`config.mk`:
```
export PLATFORM = sky130hd
export DESIGN_NAME = fp_add_issue_ctrl
export DESIGN_NICKNAME = d
export VERILOG_FILES = /design/src/rtl/fp_add_pkg.sv /design/src/rtl/fp_add_result_fifo.sv /design/src/rtl/fp_add_issue_ctrl.sv
export SDC_FILE = /design/constraint.sdc
export NUM_CORES = 1
export LEC_CHECK = 0
export ABC_AREA = 1
export CAP_MARGIN = 0
export CORE_ASPECT_RATIO = 0.7
export CORE_MARGIN = 1
export CORE_UTILIZATION = 37
export CTS_CLUSTER_DIAMETER = 40
export DETAILED_ROUTE_END_ITERATION = 10
export HOLD_SLACK_MARGIN = 0.12
export PLACE_DENSITY = 0.85
export REMOVE_ABC_BUFFERS = 1
export SYNTH_ARGS = -nofsm -noshare
export SYNTH_HDL_FRONTEND = slang
export SYNTH_SLANG_ARGS = --single-unit
```
`constraint.sdc`:
```
create_clock -name aclk -period 2.6 [get_ports aclk]
set_input_delay 0.65 -clock aclk [delete_from_list [all_inputs] [get_ports aclk]]
set_output_delay 0.65 -clock aclk [all_outputs]
set_load 0.005 [all_outputs]
```
`src/rtl/fp_add_pkg.sv`:
```
// Shared binary32 field widths and operand view for the fp_add issue path.
package fp_add_pkg;

    localparam int unsigned EXP_W  = 8;
    localparam int unsigned MAN_W  = 23;
    localparam int unsigned WORD_W = 32;
    localparam int unsigned RM_W   = 3;
    localparam int unsigned CNT_W  = 16;

    typedef struct packed {
        logic             sign;
        logic [EXP_W-1:0] exponent;
        logic [MAN_W-1:0] mantissa;
    } fp32_t;

endpackage

```
`src/rtl/fp_add_result_fifo.sv`:
```
// Small result buffer between the adder output register and the result stream.
module fp_add_result_fifo #(
    parameter int unsigned DEPTH  = 2,
    parameter int unsigned WORD_W = 32
) (
    input  logic                       clk,
    input  logic                       rst,
    input  logic                       push,
    input  logic [WORD_W-1:0]          push_data,
    input  logic                       pop,
    output logic [WORD_W-1:0]          head,
    output logic                       full,
    output logic [$clog2(DEPTH+1)-1:0] count
);

    localparam int unsigned PTR_W = (DEPTH > 1) ? $clog2(DEPTH) : 1;
    localparam int unsigned CNT_W = $clog2(DEPTH + 1);

    logic [WORD_W-1:0] mem [DEPTH];
    logic [PTR_W-1:0]  wr_ptr;
    logic [PTR_W-1:0]  rd_ptr;

    // Explicit wrap so non-power-of-two depths stay inside the storage.
    function automatic logic [PTR_W-1:0] ptr_next(input logic [PTR_W-1:0] p);
        return (p == PTR_W'(DEPTH - 1)) ? '0 : p + 1'b1;
    endfunction

    always_ff @(posedge clk) begin
        if (push) mem[wr_ptr] <= push_data;
    end

    always_ff @(posedge clk) begin
        if (rst) begin
            wr_ptr <= '0;
            rd_ptr <= '0;
            count  <= '0;
        end else begin
            if (push) wr_ptr <= ptr_next(wr_ptr);
            if (pop)  rd_ptr <= ptr_next(rd_ptr);
            case ({push, pop})
                2'b10:   count <= count + 1'b1;
                2'b01:   count <= count - 1'b1;
                default: count <= count;
            endcase
        end
    end

    assign head = mem[rd_ptr];
    assign full = (count == CNT_W'(DEPTH));

endmodule

```
`src/rtl/fp_add_issue_ctrl.sv`:
```
// Issue/retire control around an external 1-cycle binary32 adder: operand
// unpacking, adder hold, result buffering and op/result counters.
module fp_add_issue_ctrl
    import fp_add_pkg::*;
#(
    parameter int unsigned DEPTH = 2
) (
    input  logic              aclk,
    input  logic              areset,
    input  logic              in_valid,
    output logic              in_ready,
    input  logic [WORD_W-1:0] in_a,
    input  logic [WORD_W-1:0] in_b,
    input  logic [RM_W-1:0]   in_rm,
    output logic              a_sign,
    output logic [EXP_W-1:0]  a_exp,
    output logic [MAN_W-1:0]  a_man,
    output logic              b_sign,
    output logic [EXP_W-1:0]  b_exp,
    output logic [MAN_W-1:0]  b_man,
    output logic [RM_W-1:0]   rm,
    output logic              astall,
    input  logic [WORD_W-1:0] x,
    output logic              out_valid,
    input  logic              out_ready,
    output logic [WORD_W-1:0] out_x,
    output logic [CNT_W-1:0]  cnt_in,
    output logic [CNT_W-1:0]  cnt_out
);

    localparam int unsigned FCNT_W = $clog2(DEPTH + 1);

    fp32_t             op_a;
    fp32_t             op_b;
    logic              v1;
    logic              pop;
    logic              push;
    logic              accept;
    logic              full;
    logic [FCNT_W-1:0] count;

    always_comb begin
        op_a   = in_a;
        op_b   = in_b;
        a_sign = op_a.sign;
        a_exp  = op_a.exponent;
        a_man  = op_a.mantissa;
        b_sign = op_b.sign;
        b_exp  = op_b.exponent;
        b_man  = op_b.mantissa;
        rm     = in_rm;
    end

    // A pop in the same cycle frees the slot the adder result needs.
    always_comb begin
        pop       = out_valid & out_ready;
        astall    = v1 & full & ~pop;
        in_ready  = ~astall;
        accept    = in_valid & in_ready;
        push      = v1 & ~astall;
        out_valid = (count != '0);
    end

    always_ff @(posedge aclk) begin
        if (areset) begin
            v1      <= 1'b0;
            cnt_in  <= '0;
            cnt_out <= '0;
        end else begin
            if (!astall) v1 <= accept;
            if (accept)  cnt_in  <= cnt_in + 1'b1;
            if (pop)     cnt_out <= cnt_out + 1'b1;
        end
    end

    fp_add_result_fifo #(
        .DEPTH  (DEPTH),
        .WORD_W (WORD_W)
    ) u_result_fifo (
        .clk       (aclk),
        .rst       (areset),
        .push      (push),
        .push_data (x),
        .pop       (pop),
        .head      (out_x),
        .full      (full),
        .count     (count)
    );

endmodule

```
==> results of run 1 <==
layout make-up:
class	count	area share (%)
clock inverters	7	1.05
clock buffers	9	3.84
well taps	162	3.46
inverters	48	3.08
repair buffers	110	19.1
flip-flops and latches	102	45.8
multi-input cells	238	23.7
critical path, cell delays in order:
cell             delay (ps)
clkdlybuf4s50_1         470
nor2_4                  160
nand2_4                  70
inv_1                    50
clkdlybuf4s50_1         490
metrics by stage:
step                hold WS [ps]  setup TNS [ps]  total power [uW]
finish                       456               0              3420
global route                 492               0              3540
CTS                          454               0              3450
detailed placement           445               0              2170
global placement             435               0              2160
floorplan                    426           -5640              1950
layer usage:
metal	share of wire [%]	wire length, um	global-route usage [%]
met1	41	5730	25.4
met3	18	2520	17.8
met2	38	5290	26.4
met4	1.3	182	4.52
met5	1.6	230	15.1
state kept, by name, summed over array words and instances (netlist names), named ones only:
name / cells
cnt_in: 16
u_result_fifo.count: 2
v1: 1
u_result_fifo.rd_ptr: 1
u_result_fifo.mem: 64
u_result_fifo.wr_ptr: 1
cnt_out: 16
cell usage after synthesis, drive strengths merged:
| cell type | instances |
|---|---|
| mux2 | 32 |
| ha | 2 |
| o31ai | 1 |
| o21bai | 1 |
| clkbuf | 2 |
| xnor2 | 1 |
| o21a | 1 |
| nor3 | 5 |
| and3 | 1 |
| nand3 | 18 |
| nor2 | 59 |
| o21ai | 15 |
| a21oi | 21 |
| buf | 72 |
| nand4 | 11 |
| edfxtp | 64 |
| nand2 | 70 |
| dfxtp | 38 |
| inv | 48 |
power by group through the flow:
stage	registers [uW]	clock network, uW	logic [uW]
floorplan	1830	0	122
detailed placement	1830	0	343
global route	1790	1380	371
finish	1790	1290	343
CTS	1790	1320	346
global placement	1820	0	333
path summary, 6_finish.rpt:
| check | startpoint | to | slack [ps] |
|---|---|---|---|
| hold reg to reg | u_result_fifo.rd_ptr | u_result_fifo.rd_ptr | 460 |
| setup / recovery | out_ready | astall | 60 |
| hold / removal | u_result_fifo.rd_ptr | u_result_fifo.rd_ptr | 460 |
| setup reg to reg | v1 | u_result_fifo.mem[0][31] | 1050 |
cells by family after synthesis:
kind of cell / share of synthesized area (%)
adder cells (fa/ha/maj): 0.524
AO/OA/AOI/OAI: 4.33
XOR/XNOR: 0.184
flip-flops: 56.2
multiplexers: 7.55
AND/OR/NAND/NOR: 16.2
buffers and inverters: 15.0
cell usage in the layout (no fill, tap or decap), types with 2 or more instances in the layout:
master | netlist | layout
nand2_2 | 2 | 2
mux2_1 | 2 | 2
nor2_2 | 2 | 2
a21oi_1 | 20 | 20
clkbuf_16 | 0 | 9
clkdlybuf4s50_1 | 0 | 102
nor3_1 | 5 | 5
inv_8 | 0 | 2
o21ai_1 | 3 | 3
o21ai_0 | 12 | 12
nor2_4 | 4 | 6
nor2_1 | 52 | 50
nand3_1 | 16 | 16
inv_1 | 47 | 47
dfxtp_1 | 38 | 38
nand2_1 | 66 | 66
buf_12 | 0 | 3
mux2_2 | 30 | 30
edfxtp_1 | 64 | 64
nand4_1 | 11 | 11
inv_6 | 0 | 3
buf_4 | 68 | 5
ha_1 | 2 | 2
==> results.cfg, run 1 <==
[outcome]
status = completed

[hold_path]
holdPathStages = 1
hp-class = register to register

[critical_path]
r2r_cells = 7
cp_max_fo = 3
start_kind = primary input
crit_required_ps = 1950
endpoint_kind = output pin
crit_arrival_ps = 1890
path_class = primary input to output pin

[power_and_ir_drop]
seqPwrFrac_pct = 52.3
intPower_uw = 2640
p_per_area_nw_per_um2 = 584
comb_power_share_pct = 10.0
vdd_drop_max_mv = 0.385
leakagePower_uw = 0.00209
p_sw_uw = 781
swShare_pct = 22.8
clockPowerShare_pct = 37.7

[sta]
rsz0062_at_grt = no
finalSetupViolations = 0
setup_ws_ps = 58.7
hold_viol_final = 0
tightest_slew_ps = 337
post-route-period-util_pct = 97.7
drv_slew = 0
fmax_ghz = 0.394
slew_headroom_pct = 77.5
period_needed_ps = 2540
finClkSkew_ps = 9.29

[cells_and_area]
final_area_um2 = 5860
multi_input_area_um2 = 1390
fin_util_pct = 46.8
nFillCells = 1101
layout.cells.non_filler = 676
fin_nets = 614
ff_latch_area_um2 = 2680
drive_gt1_share_pct = 13.6
area_growth_pct = 22.8
diodes = 0

[place]
port_buffers = 102
gp_congestion = 0.846
hpwlAfterDp_um = 10300
pre_cts_slack_ps = 44.2
dp_cells = 660
placedInstanceArea_um2 = 5570

[yosys]
yosys.cell_types.count = 33
synth_top_cell_area_share_pct = 40.3
avgSynthCellArea_um2 = 10.3
yosysSeqAreaShare_pct = 56.2
yosysTopAreaCell = edfxtp_1
synth.ff_latch_count = 102
syn_inst = 462
yosys_warnings = 0
synth_area_leaders = edfxtp_1 (40%), dfxtp_1 (16%), buf_4 (11%)
syn_area_um2 = 4770

[floorplanning]
fp.dieArea_um2 = 13400
start_util_pct = 38.2
die_h_um = 97.0
rows = 34
coreArea_um2 = 12500
io_pins = 237
die_w_um = 138

[route]
viasPerCell = 5.09
dr.pass1.iters = 6
drc = 0
drt_iter0_drc = 180
wire_per_inst_um = 20.7
wirelength_um = 14000
vias = 3442
drt.antenna.violating_nets = 0

[global_route]
gr-total-overflow = 0
grt_antenna_before_repair = 0
grt_pass1_vias = 3238
grt_pass1_wl_um = 19900
grt_max_degree = 33
grtUsageTotal_pct = 20.9

[cts]
cts_resized = 0
cts_htree_levels = 3
cts_setup_buffers = 0
cts_tree = done
clk_pin_slew_ps = 70
hold_buffers = 0
cts_buffers = 9
cts-root-buf = clkbuf_16
insertion_delay_ps = 340
cts_buffer_depth = 2
cts.sinks = 102

[flow_run]
drv_cap = 0
No activity file was read; power rests on OpenSTA's default activity.
==> inputs of run 2 (changes only) <==
Settings changed: CAP_MARGIN 0 to 20.
==> results of run 2 <==
No change in the layout: final DEF, timing and power equal those of run 1.
